**config.mk**
```make
export PLATFORM = sky130hd
export DESIGN_NAME = fir_seq_ctrl
export DESIGN_NICKNAME = d
export VERILOG_FILES = /design/src/rtl/fir_pkg.sv /design/src/rtl/fir_token_delay.sv /design/src/rtl/fir_seq_ctrl.sv
export SDC_FILE = /design/constraint.sdc
export NUM_CORES = 1
export LEC_CHECK = 0
export BUFFER_PORTS_ARGS = -buffer_cell sky130_fd_sc_hd__buf_4
export CAP_MARGIN = 20
export CORE_ASPECT_RATIO = 0.8
export CORE_MARGIN = 2
export CORE_UTILIZATION = 48
export CTS_BUF_LIST = sky130_fd_sc_hd__clkbuf_4
export DETAILED_ROUTE_END_ITERATION = 6
export PLACE_DENSITY = 0.68
export RECOVER_POWER = 50
export SETUP_SLACK_MARGIN = 0.05
export SLEW_MARGIN = 20
export SYNTH_ARGS = -nofsm -noshare
export SYNTH_HDL_FRONTEND = slang
export SYNTH_HIERARCHICAL = 1
export SYNTH_SLANG_ARGS = --single-unit
```
**constraint.sdc**
```tcl
create_clock -name clk -period 3.55 [get_ports clk]
set_input_delay 0.71 -clock clk [delete_from_list [all_inputs] [get_ports clk]]
set_output_delay 0.71 -clock clk [all_outputs]
set_load 0.01 [all_outputs]
```
**src/rtl/fir_pkg.sv**
```systemverilog
// Shared types and limits for the FIR sequencing controller.
// Holds the multiplier FSM states and legal parameter ranges.
package fir_pkg;

  localparam int NGROUPS_MIN    = 2;
  localparam int NGROUPS_MAX    = 16;
  localparam int MULT_LAT_MIN   = 1;
  localparam int MULT_LAT_MAX   = 8;
  localparam int ACC_STAGES_MIN = 1;
  localparam int CNT_W_MIN      = 1;

  typedef enum logic [1:0] {
    IDLE,
    FETCH,
    MULT
  } mstate_e;

  function automatic int gsel_w(input int n);
    return (n <= 2) ? 1 : $clog2(n);
  endfunction

endpackage

```
**src/rtl/fir_token_delay.sv**
```systemverilog
// Sample-token delay line for the FIR controller.
// Decodes accumulate and final-round windows from token age.
module fir_token_delay #(
  parameter int MULT_LAT   = 2,
  parameter int ACC_STAGES = 2
) (
  input  logic clk,
  input  logic reset,
  input  logic token_in,
  input  logic flush,
  output logic pp_acc_valid,
  output logic final_round_en,
  output logic any_pending
);

  localparam int L = MULT_LAT + ACC_STAGES;
  localparam logic [L-1:0] ONES = '1;
  localparam logic [L-1:0] PP_MASK =
    (ONES >> (L - ACC_STAGES)) << (MULT_LAT - 1);

  logic [L-1:0] sr;

  // sr[k] holds the token issued k+1 cycles ago
  always_ff @(posedge clk or posedge reset) begin
    if (reset)
      sr <= '0;
    else if (flush)
      sr <= '0;
    else
      sr <= {sr[L-2:0], token_in};
  end

  // window decode from token age
  always_comb begin
    pp_acc_valid   = |(sr & PP_MASK);
    final_round_en = sr[L-1];
    any_pending    = |sr;
  end

endmodule

```
**src/rtl/fir_seq_ctrl.sv**
```systemverilog
// FIR sequencing controller: sample fetch, group multiplex,
// and delayed accumulate/round enables with a sample counter.
module fir_seq_ctrl
  import fir_pkg::*;
#(
  parameter int NGROUPS    = 3,
  parameter int MULT_LAT   = 2,
  parameter int ACC_STAGES = 2,
  parameter int CNT_W      = 16,
  localparam int GSEL_W    = gsel_w(NGROUPS)
) (
  input  logic              clk,
  input  logic              reset,
  input  logic              push_coef,
  input  logic              fifo_empty,
  output logic              fifo_pull,
  output logic [GSEL_W-1:0] grp_sel,
  output logic              pp_acc_valid,
  output logic              final_round_en,
  output logic              busy,
  output logic [CNT_W-1:0]  sample_cnt
);

  if (NGROUPS < NGROUPS_MIN || NGROUPS > NGROUPS_MAX) begin : g_bad_ng
    $error("fir_seq_ctrl: NGROUPS out of range");
  end
  if (MULT_LAT < MULT_LAT_MIN || MULT_LAT > MULT_LAT_MAX) begin : g_bad_ml
    $error("fir_seq_ctrl: MULT_LAT out of range");
  end
  if (ACC_STAGES < ACC_STAGES_MIN || ACC_STAGES > NGROUPS) begin : g_bad_as
    $error("fir_seq_ctrl: ACC_STAGES out of range");
  end
  if (CNT_W < CNT_W_MIN) begin : g_bad_cw
    $error("fir_seq_ctrl: CNT_W out of range");
  end

  localparam logic [GSEL_W-1:0] GRP_LAST = GSEL_W'(NGROUPS - 1);

  mstate_e           state, state_d;
  logic [GSEL_W-1:0] grp, grp_d;
  logic              token, flush, pending;

  // FSM state and group counter
  always_ff @(posedge clk or posedge reset) begin
    if (reset) begin
      state <= IDLE;
      grp   <= '0;
    end else begin
      state <= state_d;
      grp   <= grp_d;
    end
  end

  // next state, fifo pull and token issue
  always_comb begin
    state_d   = state;
    grp_d     = '0;
    fifo_pull = 1'b0;
    token     = 1'b0;
    flush     = 1'b0;
    unique case (state)
      IDLE: begin
        if (!fifo_empty && !push_coef) begin
          fifo_pull = 1'b1;
          state_d   = FETCH;
        end
      end
      FETCH: begin
        flush   = push_coef;
        state_d = push_coef ? IDLE : MULT;
      end
      MULT: begin
        flush = push_coef;
        if (push_coef) begin
          state_d = IDLE;
        end else if (grp == GRP_LAST) begin
          token = 1'b1;
          if (!fifo_empty) begin
            fifo_pull = 1'b1;
            state_d   = FETCH;
          end else begin
            state_d = IDLE;
          end
        end else begin
          grp_d = grp + GSEL_W'(1);
        end
      end
      default: state_d = IDLE;
    endcase
  end

  fir_token_delay #(
    .MULT_LAT   (MULT_LAT),
    .ACC_STAGES (ACC_STAGES)
  ) u_delay (
    .clk            (clk),
    .reset          (reset),
    .token_in       (token),
    .flush          (flush),
    .pp_acc_valid   (pp_acc_valid),
    .final_round_en (final_round_en),
    .any_pending    (pending)
  );

  // completed-sample counter
  always_ff @(posedge clk or posedge reset) begin
    if (reset)
      sample_cnt <= '0;
    else if (final_round_en)
      sample_cnt <= sample_cnt + CNT_W'(1);
  end

  // status outputs
  always_comb begin
    grp_sel = grp;
    busy    = (state != IDLE) || pending;
  end

endmodule

```
==> results.json <==
{
  "wire_per_inst_microns": 13.5,
  "place_inst": 147,
  "dr.first_iter.drc_count": 9,
  "track_usage": 0.172,
  "timing.final.crit_share": 0.628,
  "rows": 15,
  "cts_tree": "done",
  "dieArea_sq_mm": 0.00277,
  "drive_gt1_frac": 0.238,
  "firstDrtPassIters": 4,
  "place_hpwl_mm": 1.52,
  "peakVddDrop_mv": 0.273,
  "min_period_ns": 2.23,
  "powerDensity_mw_per_mm2": 381,
  "synth.avg_cell_area_sq_um": 11.7,
  "drc": 0,
  "cts_made_buffers": 3,
  "post_cts_buffers": 0,
  "end_kind": "output port",
  "worstPathMaxFanout": 3,
  "dieHeight_microns": 47.4,
  "clk_pin_slew_ns": 0.13,
  "synthFlopType": "dfrtp_1",
  "cts_hold_buf": 0,
  "io_buffer_count": 25,
  "syn_nets": 106,
  "hold_violations": 0,
  "routed_wl_mm": 2.04,
  "power.leakage_uw": 0.000744,
  "route.vias.total": 794,
  "viasPerCell": 5.26,
  "grt_pass1_vias": 785,
  "die_width_microns": 58.3,
  "skew_ns": 0.00769,
  "diodes": 0,
  "antenna_found_initial": 0,
  "rsz0062_at_grt": "no",
  "grt_remaining_overflow": 0,
  "grt_pass1_wl_mm": 3.48,
  "cts-root-buf": "clkbuf_4",
  "initial_core_util": 0.516,
  "setup_tns_ns": 0,
  "slew_violations": 0,
  "syn_area_sq_mm": 0.00113,
  "crit_type": "flip-flop to output port",
  "nets": 136,
  "tightest_slew_ns": 0.785,
  "area_growth_pct": 20.0,
  "stdcell_count": 151,
  "status": "completed",
  "synth_cells": 97,
  "hold_path_class": "primary input to asynchronous set/reset pin",
  "p_total_uw": 517,
  "yosysWarnings": 6,
  "insertion_delay_ns": 0.31,
  "core_area_sq_mm": 0.00220,
  "critPathLaunchType": "flip-flop",
  "crit_required_ns": 2.84,
  "critPathArrivalTime_ns": 1.52,
  "synth-edff-count": 0,
  "post_cts_resized": 0,
  "ys_async_sr_fraction": 1.00,
  "ant_nets": 0,
  "clock-sinks": 24,
  "dpl-instance-area_sq_mm": 0.00135,
  "setup_viol": 0,
  "clockBufferDepth": 2,
  "gp_congestion": 0.741,
  "fmaxAchievable_mhz": 449,
  "ys_seq_area_frac": 0.530,
  "grt_max_degree": 21,
  "htree_levels": 1,
  "num_io_pins": 26,
  "maxSlewHeadroom": 0.476,
  "nFillCells": 189,
  "synth_cell_types": 26,
  "fin_area_sq_mm": 0.00136,
  "maxCapViolCount": 0,
  "ys_ff_latch": 24
}
-- layer usage --
layer,vias to the layer above,share of wire,track usage
met2,20,0.47,0.285
li1,392,-,-
met1,380,0.48,0.228
met5,-,0,0
met4,0,0.0073,0.0419
met3,2,0.040,0.0486
-- final timing paths --
path / startpoint / cells past startpoint / slack (ns) / end
setup / recovery: u_delay/sr[1] / 3 / 1.32 / busy
hold / removal: reset / 2 / 0.24 / u_delay/sr[2]
setup reg to reg: u_delay/sr[3] / 3 / 2.02 / sample_cnt[15]
hold reg to reg: sample_cnt[15] / 1 / 0.49 / sample_cnt[15]
max in group asynchronous: reset / 2 / 2.54 / grp_sel[1]
min in group clk: sample_cnt[15] / 1 / 0.49 / sample_cnt[15]
-- flip-flops by register name, summed over array words and instances (netlist names) --
signal / flops
grp_sel: 2
sample_cnt: 16
state: 2
u_delay/sr: 4
-- critical path, cell delays in order, from the launching register on --
cell	delay [ns]
dfrtp_1	0.41
or4_1	0.51
nand2b_1	0.15
buf_4	0.14
-- metrics by stage --
stage	hold slack, ns	worst slack [ns]	util
2_1_floorplan	0.457	1.77	-
3_3_place_gp	0.459	1.65	0.615
3_5_place_dp	0.470	1.64	0.615
4_1_cts	0.259	1.27	0.627
5_1_grt	0.264	1.22	0.619
6_report	0.245	1.32	0.619
-- synth_stat cells, types with 2 or more instances --
master / n / share of area
xnor2_1: 4 / 0.031
ha_1: 5 / 0.055
nor2b_1: 6 / 0.033
nor2_1: 5 / 0.017
inv_1: 4 / 0.013
xor2_1: 11 / 0.085
nor4_2: 2 / 0.022
dfrtp_1: 24 / 0.53
nand4_1: 5 / 0.028
nand2_1: 8 / 0.027
nor3_1: 5 / 0.022
nand2b_1: 2 / 0.011
nor4_1: 2 / 0.011
nand4_4: 2 / 0.038
-- where the power goes --
part,internal (uW),switching [uW],total [uW]
logic,45.8,59.3,105
clock network,41.0,77.1,118
registers,284,10.4,294
total,371,147,517
-- cells by family (layout without fill, tap and decap cells) --
family | Yosys count | after routing | synth area share
buf+inv | 4 | 33 | 0.0133
fa+ha+maj | 5 | 5 | 0.0552
xor+xnor | 15 | 15 | 0.116
flops | 24 | 24 | 0.530
simple gates | 42 | 42 | 0.238
mux | 2 | 2 | 0.0188
compound gates | 5 | 5 | 0.0287
-- cells in the final DEF, fill, tap and decap left out, types with 3 or more instances in the layout --
master,count
xor2_1,11
dfrtp_1,24
clkbuf_4,3
nor2_1,5
buf_4,24
nand4_1,6
nand2_1,8
nor3_1,5
xnor2_1,4
nor2b_1,6
ha_1,5
inv_1,4
-- cell type report --
type                       count  area [sq um]  share of cell area
clock inverter                 1          3.75             0.00276
tap                           25          31.3              0.0230
clock buffer                   3          22.5              0.0166
inverter                       4          15.0              0.0110
sequential                    24           601               0.442
timing repair buffer          25           184               0.135
multi-input combinational     69           502               0.369
No activity file was read; power rests on OpenSTA's default activity.
